[src/rtl/hilo_multu_unit.sv]
// hilo_multu_unit: 32-iteration shift-add unsigned multiplier that owns the
// architectural HI/LO registers. MULTU starts a multiply. MFHI/MFLO and a second
// MULTU are held off with stall while a product is still in flight.
module hilo_multu_unit #(
    parameter int          WIDTH = 32,
    parameter logic [5:0]  MULTU = 6'b011001,
    parameter logic [5:0]  MFHI  = 6'b010000,
    parameter logic [5:0]  MFLO  = 6'b010010
) (
    input  logic             clk,
    input  logic             rst,
    input  logic             in_valid,
    input  logic [5:0]       Signal,
    input  logic [WIDTH-1:0] dataA,
    input  logic [WIDTH-1:0] dataB,
    output logic             busy,
    output logic             done,
    output logic             stall,
    output logic [WIDTH-1:0] HiOut,
    output logic [WIDTH-1:0] LoOut
);
    localparam int CW = (WIDTH > 1) ? $clog2(WIDTH) : 1;

    typedef enum logic [1:0] {IDLE, MUL, DONE} state_t;

    state_t             state_q, state_d;
    logic [2*WIDTH-1:0] mcand_q, mcand_d;
    logic [WIDTH-1:0]   mplier_q, mplier_d;
    logic [2*WIDTH-1:0] prod_q, prod_d;
    logic [CW-1:0]      cnt_q, cnt_d;
    logic [WIDTH-1:0]   hi_q, hi_d, lo_q, lo_d;

    logic               accept;
    logic               last_iter;
    logic [2*WIDTH-1:0] prod_step;

    // A new MULTU is only taken when no multiply is running; DONE allows back-to-back.
    assign accept    = in_valid && (Signal == MULTU) && (state_q != MUL);
    assign last_iter = (cnt_q == CW'(WIDTH - 1));
    // Partial product including the current iteration; used for both prod and the final HI/LO write.
    assign prod_step = mplier_q[0] ? (prod_q + mcand_q) : prod_q;

    assign busy  = (state_q == MUL);
    assign done  = (state_q == DONE);
    assign stall = busy && in_valid &&
                   ((Signal == MULTU) || (Signal == MFHI) || (Signal == MFLO));
    assign HiOut = hi_q;
    assign LoOut = lo_q;

    // Next-state and datapath: load on accept, iterate in MUL, commit HI/LO on the last edge.
    always_comb begin
        state_d  = state_q;
        mcand_d  = mcand_q;
        mplier_d = mplier_q;
        prod_d   = prod_q;
        cnt_d    = cnt_q;
        hi_d     = hi_q;
        lo_d     = lo_q;
        case (state_q)
            IDLE, DONE: begin
                state_d = IDLE;
                if (accept) begin
                    state_d  = MUL;
                    mcand_d  = {{WIDTH{1'b0}}, dataA};
                    mplier_d = dataB;
                    prod_d   = '0;
                    cnt_d    = '0;
                end
            end
            MUL: begin
                prod_d   = prod_step;
                mcand_d  = mcand_q << 1;
                mplier_d = mplier_q >> 1;
                cnt_d    = cnt_q + 1'b1;
                if (last_iter) begin
                    state_d = DONE;
                    hi_d    = prod_step[2*WIDTH-1:WIDTH];
                    lo_d    = prod_step[WIDTH-1:0];
                end
            end
            default: state_d = IDLE;
        endcase
    end

    // State and datapath registers; reset clears everything, even mid-multiply.
    always_ff @(posedge clk or posedge rst) begin
        if (rst) begin
            state_q  <= IDLE;
            mcand_q  <= '0;
            mplier_q <= '0;
            prod_q   <= '0;
            cnt_q    <= '0;
            hi_q     <= '0;
            lo_q     <= '0;
        end else begin
            state_q  <= state_d;
            mcand_q  <= mcand_d;
            mplier_q <= mplier_d;
            prod_q   <= prod_d;
            cnt_q    <= cnt_d;
            hi_q     <= hi_d;
            lo_q     <= lo_d;
        end
    end
endmodule

[config.mk]
export PLATFORM = sky130hd
export DESIGN_NAME = hilo_multu_unit
export DESIGN_NICKNAME = d
export VERILOG_FILES = /design/src/rtl/hilo_multu_unit.sv
export SDC_FILE = /design/constraint.sdc
export NUM_CORES = 1
export LEC_CHECK = 0
export CAP_MARGIN = 0
export CORE_MARGIN = 4
export CORE_UTILIZATION = 50
export DETAILED_ROUTE_END_ITERATION = 12
export MAX_ROUTING_LAYER = met4
export PLACE_DENSITY_LB_ADDON = 0.3
export SYNTH_ARGS = -nofsm -noshare
export SYNTH_HDL_FRONTEND = slang
export SYNTH_SLANG_ARGS = --single-unit
[constraint.sdc]
create_clock -name clk -period 15.1 [get_ports clk]
set_input_delay 1.51 -clock clk [delete_from_list [all_inputs] [get_ports clk]]
set_output_delay 1.51 -clock clk [all_outputs]
set_load 0.01 [all_outputs]
# [Word-level counts from Yosys, hierarchy flattened]
# Index checks and enable logic that the tools add are counted.
# Widths: inputs -> output; s select.
[totals] ff_bits=231 inputBits=73 out_inout_bits=67 word_cells=41
[classes] add_sub_neg=2 n_eq_ne=9 muxes=12 n_reduce_logical=11
[op_table] op="$pmux 64 s2" count=2
[op_table] op="$mux 64" count=3
[op_table] op="$add 64x64->64" count=1
[op_table] op="$pmux 32 s2" count=1
[op_table] op="$mux 32" count=1
[op_table] op="$eq 6x5->1 const B" count=3
[op_table] op="$pmux 5 s2" count=1
[op_table] op="$add 5x1->5 const B" count=1
[op_table] op="$eq 5x5->1 const B" count=1
[op_table] op="$mux 5" count=1
[op_table] op="$logic_and 1x1->1" count=4
[op_table] op="$ne 2x1->1 const B" count=2
[op_table] op="$pmux 2 s2" count=1
[op_table] op="$reduce_and 2->1" count=2
[op_table] op="$eq 2x1->1 const B" count=1
[op_table] op="$eq 2x2->1 const B" count=1
[op_table] op="$logic_not 2->1" count=1
[op_table] op="$logic_or 1x1->1" count=2
[op_table] op="$mux 2" count=1
[op_table] op="$ne 2x2->1 const B" count=1
[op_table] op="$reduce_bool 2->1" count=1
[op_table] op="$reduce_or 2->1" count=1
[op_table] op="$mux 1" count=1

# [Depth between registers and ports, before layout]
# Gate-level depths: netlist of the first run.
[depth] ltp_word=5 depth_mapped=13 depth_no_buf=13

# [Worst setup path before layout of the first run]
# Ideal clock, no wire load.
[synth_path] path_type="input port to output port" startpoint="input Signal[1]" endpoint="output stall" t_arrival_ns=2.041 required_ns=13.590 setup_slack_ns=11.549 path_stages=3 n_path_buf=0 cell_sequence="nand3b_1 o21a_1 nor3_1"
[synth_via] elab_chain_len=4 elab_cells_between_ends=6 cone_classes="3 x eq/ne; 3 x reduce/logical"
[synth_lines] item="start: declaration" line="13" source="input logic [5:0] Signal,"
[synth_lines] item="$eq 6x5->1" line="46" source="((Signal == MULTU) || (Signal == MFHI) || (Signal == MFLO));"
[synth_lines] item="$logic_or 1x1->1" line="46"
[synth_lines] item="$logic_or 1x1->1 (*)" line="46"
[synth_lines] item="$logic_and 1x1->1 (*)" line="45" source="assign stall = busy && in_valid &&"
[synth_lines] item="end: declaration" line="18" source="output logic stall,"
# Mark *: on every way between the ends. The rest lies on a longest branch, timed or not.

# [Worst setup path in the final report of the first run]
[layout_path] startpoint="input Signal[0]" endpoint="output stall"
# Same word-level chain as after synthesis.

==> results.txt, run 1 <==
----------------------------------------------------
[Detailed routing]
  Routed len/inst ... around 18 um
  DRC violations left ... 0
  Vias ... 11710
  Number of routed nets with antenna violations ... 0
  DR vias/cell ... 5.91
  Detailed Routing Iterations Pass 1 ... 5
  Iteration-0 DRC count of the detailed router ... 1073
  Total wirelength of the detailed-routed design ... 36.3 mm

[Setup path]
  Kind of end point of the critical path ... output pin
  Required time of the critical path ... 13.59 ns
  Cell mode on critical path ... sky130_fd_sc_hd__clkdlybuf4s50_1
  Cells traversed along the worst timing path ... clkdlybuf4s50_1 > nand3b_1 > o21a_1 > nor3_1 > clkdlybuf4s50_1
  Nature of the critical path startpoint ... input port
  Critical path start-end classification ... in2out
  Crit path max fanout ... 3
  Longest individual stage delay on the worst path ... 0.56 ns
  Slowest-stage cell, CP ... sky130_fd_sc_hd__clkdlybuf4s50_1
  CP Data Arrival Time ... 2.94 ns

[Cells and area]
  Final non-filler cell area ... approximately 16000 um^2
  Fin util ... between 60% and 70%
  Non-filler cells in the finished layout ... 1983
  # nets final ... approximately 1800
  Ratio of cells with drive above 1 in the final layout ... 5.28%
  # fillers ... 2359
  Antenna fix cells ... 0
  Synth-to-Final Area Change ... 17.8%

[Pwr]
  Share of total power in combinational logic ... 55.5%
  Switch share ... 46.1%
  Total leakage power ... approximately 6.6 nW
  Power density over cell area ... 236 nW/um^2
  Sequential cell fraction of total power ... a little over a quarter
  Worst-case vdd ir drop ... 0.100 mV
  Sw Pwr ... 1.71 mW
  Internal Power ... about 2.0 mW
  Share of power burned in the clock network ... 17.3%

[Clocking]
  Hold buffer count at CTS ... 0
  Maximum number of buffers from clock root to sink ... 3
  Number of clock buffers inserted by TritonCTS ... 26
  Clk Latency, worst-skew pair ... 0.53 ns
  Root Buffer Master ... sky130_fd_sc_hd__clkbuf_16
  TritonCTS clock tree ... done
  Sink count of the clock tree ... 231
  Htree depth ... 1
  Count of instances resized after the clock tree is built ... 0
  Clock-pin slew reported for the worst setup and hold paths after clock tree synthesis ... 0.06 ns
  Post-CTS setup buffer count ... 0

[Floorplanning]
  Number of ports placed on the die boundary ... 140
  X dimension of the die ... 171 um
  Die Area ... 29400 um^2
  Number of placement rows ... 59
  Chip height ... approximately 170 um
  Starting utilization of the core area ... approximately half
  Total core area ... 26100 um^2

[STA]
  RSZ-0062 raised after global routing ... false
  Tightest hold margin ... 0.466 ns
  Final-layout setup total negative slack ... 0 ns
  Final Cycle Share ... just under 30%
  Tightest slew margin relative to the limit ... 18.7%
  Final Critical Period ... 4.45 ns
  Setup-violating endpoint count in the final report ... 0
  Worst setup skew after layout ... approximately 0.014 ns
  Final number of hold-violating endpoints ... 0
  Final Max Tran Viols ... 0
  Pin slew with the least headroom to its limit ... 1.22 ns
  Max frequency ... 225 MHz

[Global routing]
  Antenna violations before repair ... 0
  Wire length of the first global-routing pass ... 59.6 mm
  Pin count of the biggest net entering global routing ... 99
  Vias in the first global route ... 11442
  Global router's overall resource usage ... between 20 and 30%
  Global route total overflow ... 0

[Placement]
  Placed cell area ... ~15000 um^2
  Port-buffer cells ... 139
  HPWL Detailed ... 24.4 mm
  Number of instances in the placed design ... between 1500 and 2000
  Placer's final routability congestion estimate ... 0.921

[Synthesis]
  Number of different library cells in the post-synthesis netlist ... 67
  Number of enable-type register cells in the synthesized netlist ... 0
  Area contributors post-synth ... sky130_fd_sc_hd__dfrtp_1 43%, sky130_fd_sc_hd__ha_1 6.1%, sky130_fd_sc_hd__nand2_1 6.0%
  Post-synthesis instance area ... 13300 um^2
  Synthesis warning total ... 0
  Most common flop cell mapped by yosys ... sky130_fd_sc_hd__dfrtp_1
  Number of register bits inferred by synthesis ... 231
  Register area share after synthesis ... between 40% and 50%
  Post-Syn Instances ... 1560
  Average size of a mapped cell ... between 8 and 9 um^2
  Portion of synthesized cell area occupied by the leading cell type ... 43.3%
  Share of flip-flops with an asynchronous set or reset ... 100%
  Leading area contributor after synthesis ... sky130_fd_sc_hd__dfrtp_1
  Syn Nets ... 1699

[Job]
  Reported max-cap violation count ... 0

[Worst hold path]
  Worst min-delay path class ... reg2reg

[Run status]
  Result of the run ... finished clean

----------------------------------------------------
==> placed cells by master (no fill, tap or decap), types with 8 or more instances in the layout <==
master,instances
sky130_fd_sc_hd__ha_1,65
sky130_fd_sc_hd__dfrtp_1,231
sky130_fd_sc_hd__nand2_1,210
sky130_fd_sc_hd__mux2i_1,16
sky130_fd_sc_hd__o21ai_0,139
sky130_fd_sc_hd__o21ai_1,43
sky130_fd_sc_hd__or3_1,11
sky130_fd_sc_hd__a31oi_1,13
sky130_fd_sc_hd__o22ai_1,62
sky130_fd_sc_hd__nand4_1,19
sky130_fd_sc_hd__buf_4,12
sky130_fd_sc_hd__clkdlybuf4s50_1,139
sky130_fd_sc_hd__xor2_1,23
sky130_fd_sc_hd__nor2_1,169
sky130_fd_sc_hd__o21bai_1,13
sky130_fd_sc_hd__clkbuf_8,9
sky130_fd_sc_hd__nand3_1,78
sky130_fd_sc_hd__a21oi_1,103
sky130_fd_sc_hd__inv_1,26
sky130_fd_sc_hd__a22o_1,9
sky130_fd_sc_hd__a21o_1,27
sky130_fd_sc_hd__o21a_1,13
sky130_fd_sc_hd__nor3_1,19
sky130_fd_sc_hd__xnor2_1,40
sky130_fd_sc_hd__clkbuf_16,27
sky130_fd_sc_hd__nor2b_1,8
sky130_fd_sc_hd__mux2_2,11
sky130_fd_sc_hd__and3_1,19
==> power groups by stage <==
stage	clock network, mW	registers (mW)	logic [mW]
2_1_floorplan	0	0.956	1.60
3_3_place_gp	0	1.00	2.00
3_5_place_dp	0	1.01	2.03
4_1_cts	0.655	1.00	2.04
5_1_grt	0.678	1.03	2.30
6_report	0.642	1.01	2.06
==> per-stage QoR <==
step	setup slack, ns	total power, mW
after global routing	10.59	4.01
after floorplan	7.26	2.56
final	10.65	3.71
after detailed placement	10.64	3.04
after global placement	10.64	3.00
after CTS	10.64	3.70
==> sequential cells by signal, summed over array words and instances, names as in the netlist <==
signal    count
HiOut        32
LoOut        32
mcand_q      64
prod_q       64
state_q       2
mplier_q     32
cnt_q         5
==> worst paths after layout <==
check                                  from      endpoint  slack, ns  depth (start not counted)
worst min-delay path               HiOut[5]      HiOut[5]       0.47                          2
worst max-delay path              Signal[0]         stall      10.65                          5
worst max register to register  mcand_q[30]     HiOut[21]      11.40                         11
min in group asynchronous               rst  mplier_q[24]       1.51                          2
max in group asynchronous               rst   mcand_q[37]      12.22                          3
worst min register to register     HiOut[5]      HiOut[5]       0.47                          2
==> synthesized netlist by cell type, drive strengths merged (2+ instances only) <==
cell       n
ha        65
nand4     21
nor4       2
nand3     78
or2        3
mux2      17
and4       3
dfrtp    231
a22o       9
and2       3
a221oi     3
and3      19
a21boi     3
mux2i     16
inv       28
xnor2     40
clkbuf    79
nand2b     3
o21bai    13
nand2    213
o41ai      3
o21ai    184
o21a      13
o211ai     6
buf       30
o22ai     62
nor2     170
a21oi    104
xor2      23
nor2b      8
a21o      27
o2111ai    2
o31ai      8
or4        4
a41oi      3
nor3      20
a31oi     13
or3       12
a211o      2
a211oi     5
==> worst max-delay path: cells and delay by family <==
family	cells	cell delay, ns
buf+inv	2	1.04
simple gates	2	0.26
compound gates	1	0.13
==> layer usage <==
metal  GRT usage [%]  share of wire, %  vias to the layer above
met2            39.5                46                      348
met5               -                 0                        -
met4            7.10               3.0                        0
met3            2.99               5.3                       77
met1            35.5                46                     5619
li1                -                 -                     5666
==> layout make-up <==
| cell class | count | area [um^2] | area share [%] |
|---|---|---|---|
| multi-input combinational | 1191 | 7050 | 44.8 |
| clock buffer | 41 | 818 | 5.20 |
| timing repair buffer | 151 | 1480 | 9.42 |
| tap | 335 | 419 | 2.67 |
| clock inverter | 5 | 56.3 | 0.358 |
| sequential | 231 | 5780 | 36.8 |
| inverter | 29 | 116 | 0.740 |
==> logic make-up after synthesis <==
kind of cell | after synthesis | share of synthesized area, %
adder cells (fa/ha/maj) | 66 | 6.25
XOR/XNOR | 63 | 4.14
buffers and inverters | 138 | 4.05
multiplexers | 33 | 2.64
AO/OA/AOI/OAI | 467 | 20.9
AND/OR/NAND/NOR | 562 | 18.7
flip-flops | 231 | 43.3
No activity file was read; power rests on OpenSTA's default activity.
==> run 2: changes to the inputs <==
==> constraint.sdc (replaced) <==
create_clock -name clk -period 4 [get_ports clk]
set_input_delay 0.4 -clock clk [delete_from_list [all_inputs] [get_ports clk]]
set_output_delay 0.4 -clock clk [all_outputs]
set_load 0.01 [all_outputs]
==> results.txt, run 2 (synthesis gave the netlist of run 1 again) <==
----------------------------------------------------
[Clocking]
  Maximum number of buffers from clock root to sink ... 3
  Root Buffer Master ... sky130_fd_sc_hd__clkbuf_16
  Post-CTS setup buffer count ... 0
  TritonCTS clock tree ... done
  Clk Latency, worst-skew pair ... 0.53 ns
  Htree depth ... 1
  Count of instances resized after the clock tree is built ... 0
  Clock-pin slew reported for the worst setup and hold paths after clock tree synthesis ... 0.06 ns
  Number of clock buffers inserted by TritonCTS ... 26
  Hold buffer count at CTS ... 0
  Sink count of the clock tree ... 231

[Cells and area]
  # nets final ... 1775
  Most common library cell in the layout ignoring fill and taps ... sky130_fd_sc_hd__dfrtp_1
  Fin util ... between 60% and 70%
  Top library cells by usage in the layout, fill and taps aside ... 230 x sky130_fd_sc_hd__dfrtp_1, 210 x sky130_fd_sc_hd__nand2_1, 169 x sky130_fd_sc_hd__nor2_1
  Antenna fix cells ... 0
  Ratio of cells with drive above 1 in the final layout ... 5.68%
  # fillers ... 2320
  Biggest regs ... mcand_q x64, prod_q x64
  Synth-to-Final Area Change ... 18.6%

[Setup path]
  Worst reg2reg path depth ... 11
  Required time of the critical path ... 4.47 ns
  Cells traversed along the worst timing path ... ha_1 > nand4_4 > or4_1 > or4_1 > a31oi_1 > nor4_2 > nor2_2 > a21oi_2 > o21ai_2 > mux2_1 > nand2_1
  Longest individual stage delay on the worst path ... 0.58 ns
  Critical path start-end classification ... reg2reg
  Nature of the critical path startpoint ... flip-flop
  Category of cells accounting for the largest share of critical-path delay ... simple AND/OR/NAND/NOR gates
  Kind of end point of the critical path ... flip-flop
  Slowest-stage cell, CP ... sky130_fd_sc_hd__or4_1
  Sum of buffers and inverters on the critical path ... 0
  Cell mode on critical path ... sky130_fd_sc_hd__or4_1
  CP Data Arrival Time ... 4.05 ns
  Endpoint of the worst register-to-register path ... HiOut[25]
  Reg-to-reg slack, setup ... 0.42 ns
  Reg2reg start ... mcand_q[28]
  Crit path max fanout ... 8

[Floorplanning]
  X dimension of the die ... around 170 um
  Starting utilization of the core area ... 51.1%
  Number of ports placed on the die boundary ... 140
  Chip height ... 171 um
  Die Area ... 29400 um^2
  Total core area ... about 26000 um^2
  Number of placement rows ... 59

[Job]
  Reported max-cap violation count ... 0

[Detailed routing]
  Vias ... 11873
  Iteration-0 DRC count of the detailed router ... about 1000
  Number of routed nets with antenna violations ... 0
  Routed len/inst ... 18.5 um
  DR vias/cell ... between 5 and 6
  DRC violations left ... 0
  Total wirelength of the detailed-routed design ... 36.9 mm
  Detailed Routing Iterations Pass 1 ... 5

[STA]
  Setup-violating endpoint count in the final report ... 0
  Tightest slew margin relative to the limit ... 22.7%
  Max frequency ... approximately 280 MHz
  Tightest hold margin ... 0.351 ns
  Final number of hold-violating endpoints ... 0
  Worst setup skew after layout ... between 0.01 and 0.015 ns
  Final Max Tran Viols ... 0
  Pin slew with the least headroom to its limit ... 1.16 ns
  Final Cycle Share ... 89.5%
  Final-layout setup total negative slack ... 0 ns
  RSZ-0062 raised after global routing ... false
  Final Critical Period ... between 3 and 4 ns

[Pwr]
  Power density over cell area ... 893 nW/um^2
  Worst-case vdd ir drop ... 0.482 mV
  Sequential cell fraction of total power ... 27.4%
  Total leakage power ... ~6.7 nW
  Internal Power ... about 7.6 mW
  Share of power burned in the clock network ... 17.6%
  Share of total power in combinational logic ... 55.0%
  Switch share ... about 46%
  Sw Pwr ... 6.53 mW
  Total power ... 14.1 mW

[Global routing]
  Antenna violations before repair ... 0
  Pin count of the biggest net entering global routing ... 113
  Vias in the first global route ... 11654
  Wire length of the first global-routing pass ... 60.6 mm
  Global router's overall resource usage ... 25.8%
  Global route total overflow ... 0

[Placement]
  Port-buffer cells ... 139
  Placer's final routability congestion estimate ... 0.973
  HPWL Detailed ... 25.5 mm

[Run status]
  Result of the run ... finished clean

[Worst hold path]
  Worst min-delay path class ... in2async

----------------------------------------------------
## run 2: per-stage QoR
step                instances  setup slack (ns)  cell area (um^2)
detailed placement       1943             0.449             14900
global route             1991             0.252             15800
finish                   1991             0.419             15800
CTS                      1991             0.431             15800
floorplan                1560             0.578             13300
global placement         1943             0.450             14900
## run 2: metal layers
layer / global-route usage, % / vias to the layer above / part of all wire (%)
met2: 41.3 / 366 / 47
met5: - / - / 0
met4: 6.23 / 0 / 2.3
met1: 35.4 / 5778 / 45
met3: 3.08 / 64 / 5.6
li1: - / 5665 / -
## run 2: worst max-delay path by stage
stage / slack (ns) / startpoint / cells past startpoint / endpoint
floorplan: 0.58 / rst / 1 / HiOut[0]
global placement: 0.45 / prod_q[33] / 11 / HiOut[25]
detailed placement: 0.45 / mcand_q[28] / 11 / HiOut[29]
CTS: 0.43 / mcand_q[28] / 11 / HiOut[25]
global route: 0.25 / mcand_q[28] / 11 / HiOut[21]
finish: 0.42 / mcand_q[28] / 11 / HiOut[25]
## run 2: power by group through the flow
stage               logic [mW]  registers (mW)  clock network [mW]
detailed placement        7.64            3.89                   0
CTS                       7.69            3.86                2.53
global route              8.66            3.98                2.63
floorplan                 6.04            3.61                   0
global placement          7.55            3.86                   0
finish                    7.77            3.88                2.48
## run 2: cell type report
type                    instances  area, um^2  share of cell area [%]
multi-input cells            1191        7050                    44.5
flip-flops and latches        231        5780                    36.6
repair buffers                157        1560                    9.89
clock buffers                  38         746                    4.71
well taps                     335         419                    2.65
clock inverters                10         149                   0.941
inverters                      29         113                   0.712
==> edit (config.mk and constraints of run 2) <==
`WIDTH`: 32 -> 16.
--- a/src/rtl/hilo_multu_unit.sv
+++ b/src/rtl/hilo_multu_unit.sv
@@ -4,3 +4,3 @@
 module hilo_multu_unit #(
-    parameter int          WIDTH = 32,
+    parameter int          WIDTH = 16,
     parameter logic [5:0]  MULTU = 6'b011001,
Ports: changed (resized HiOut, LoOut, dataA and dataB); port bits go from 140 to 76. The function was not compared with the original's and may differ.
==> edit against run 2 <==
Wire length fell by 55%; sequential cell count fell by 113; synthesized cell count fell by 53%; worst hold slack improved by 0.12 ns; clock power fell by 39%; cell area fell by 49%; critical path depth did not move; combinational power fell by 55%; maximum frequency rose by 12%; largest power group unchanged; total power fell by 51%; first-iteration DRC count fell by 66%; setup slack improved by 0.38 ns; area after synthesis fell by 51%; largest cell class unchanged.
==> edit: results <==
metrics = {
    "clock_tree": {
        "cts_buffers": 17,
        "cts_max_path_buffers": 2,
        "clk_latency_ns": 0.42,
    },
    "placed_design": {
        "place.detailed.hpwl_um": 10980,
        "preCtsSetupSlack_ns": 0.8708,
        "io_buffers": 75,
        "dp.cells": 952,
    },
    "setup_path": {
        "regToRegStartpoint": "mcand_q[0]",
        "arrival_ns": 3.52,
        "worstReg2RegEnd": "HiOut[14]",
        "crit_fanout": 3,
        "rrSetupSlack_ns": 0.80,
    },
    "global_routing": {
        "grt_pass1_wl_um": 27830,
        "grt_max_degree": 63,
        "grt_pass1_vias": 5754,
        "grt.total_usage": 0.2426,
    },
    "drt": {
        "wl_um": 16470,
        "drt_iter0_markers": 343,
        "routedWlPerCell_um": 16.74,
        "first_pass_iters": 4,
    },
    "power": {
        "cellLeakagePower_uw": 0.003674,
        "irDropWorstVdd_mv": 0.3574,
    },
    "outcome": {
        "status": "complete, no violations",
    },
    "synthesis": {
        "ys_types": 52,
        "ys_top_cells_by_count": "dfrtp_1, nand2_1, nor2_1, o21ai_0, a21oi_1",
        "ys_seq_area_frac": 0.4488,
        "synthesis.nets": 813,
        "syn_avg_cell_area_um2": 8.904,
    },
    "timing": {
        "fin_skew_ns": 0.006147,
        "relSlewSlack": 0.2782,
    },
    "layout": {
        "fin_nets": 873,
        "nFillCells": 1067,
        "drive_above_1_share": 0.07266,
        "reg_top3": "mcand_q: 32 flops, prod_q: 32 flops",
    },
}
==> edit: cell count changes after synthesis, sizes merged, moves of 43 or more <==
cell / run 2 / this run
nand2: 213 / 118
nand3: 78 / 35
dfrtp: 231 / 118
nor2: 170 / 80
o21ai: 184 / 75
clkbuf: 79 / 36
a21oi: 104 / 43
==> edit: worst max-delay path, cell delays in order (launching register included) <==
cell and delay [ns]:
dfrtp_1 0.40, ha_1 0.25, fa_1 0.44, a211oi_1 0.25, o21bai_1 0.16, a22o_1 0.23
nor3_1 0.21, a21oi_1 0.19, a21oi_1 0.32, o21ai_0 0.18, xnor2_1 0.17, a311oi_1 0.29
==> edit: layout make-up <==
class                           count  area [µm²]  area share
Tap cell                          172       215.2     0.02673
Inverter                           20       77.57    0.009635
Clock inverter                     12       127.6     0.01585
Sequential cell                   118        2954      0.3669
Timing Repair Buffer               84       830.8      0.1032
Multi-Input combinational cell    558        3379      0.4197
Clock buffer                       20       466.7     0.05796
==> edit: routing by layer <==
metal,up-vias,wire length [µm],global-route usage
met5,-,0,-
met4,0,207,0.08677
met3,16,1062,0.05484
met2,173,7834,0.3731
met1,2667,7369,0.3168
li1,2714,-,-
==> edit: kinds of logic (layout without fill, tap and decap cells) <==
family / Yosys count / after routing / synth area share
buffers and inverters: 63 / 136 / 0.03822
xor gates and xnor gates: 31 / 31 / 0.04126
muxes: 28 / 28 / 0.04373
and+or+nand+nor: 270 / 270 / 0.1755
AOI/OAI and AO/OA: 196 / 196 / 0.1886
DFF: 118 / 118 / 0.4488
adders and majority gates: 33 / 33 / 0.06389
==> edit: how the worst max path moves through the flow <==
stage	start	to	slack (ns)	cells after the start
CTS	mcand_q[0]	HiOut[14]	0.83	11
floorplan	rst	HiOut[0]	0.47	1
detailed placement	mcand_q[0]	HiOut[14]	0.87	11
global placement	mcand_q[0]	HiOut[14]	1.00	11
global route	mcand_q[0]	HiOut[14]	0.55	11
finish	mcand_q[0]	HiOut[14]	0.80	11
==> edit: stage by stage <==
| step | hold slack (ns) | cell area [µm²] | total power (µW) | utilization |
|---|---|---|---|---|
| 2_1_floorplan | 0.4666 | 6580 | 4588 | - |
| 3_3_place_gp | 0.4511 | 7457 | 5245 | 0.5838 |
| 3_5_place_dp | 0.4583 | 7457 | 5373 | 0.5838 |
| 4_1_cts | 0.4709 | 8051 | 6924 | 0.6303 |
| 5_1_grt | 0.4825 | 8051 | 7489 | 0.6303 |
| 6_report | 0.4675 | 8051 | 6939 | 0.6303 |
==> edit: power by group <==
group	internal [µW]	switching (µW)	total [µW]
logic	1450	2060	3510
clock network	961	554	1510
registers	1580	338	1910
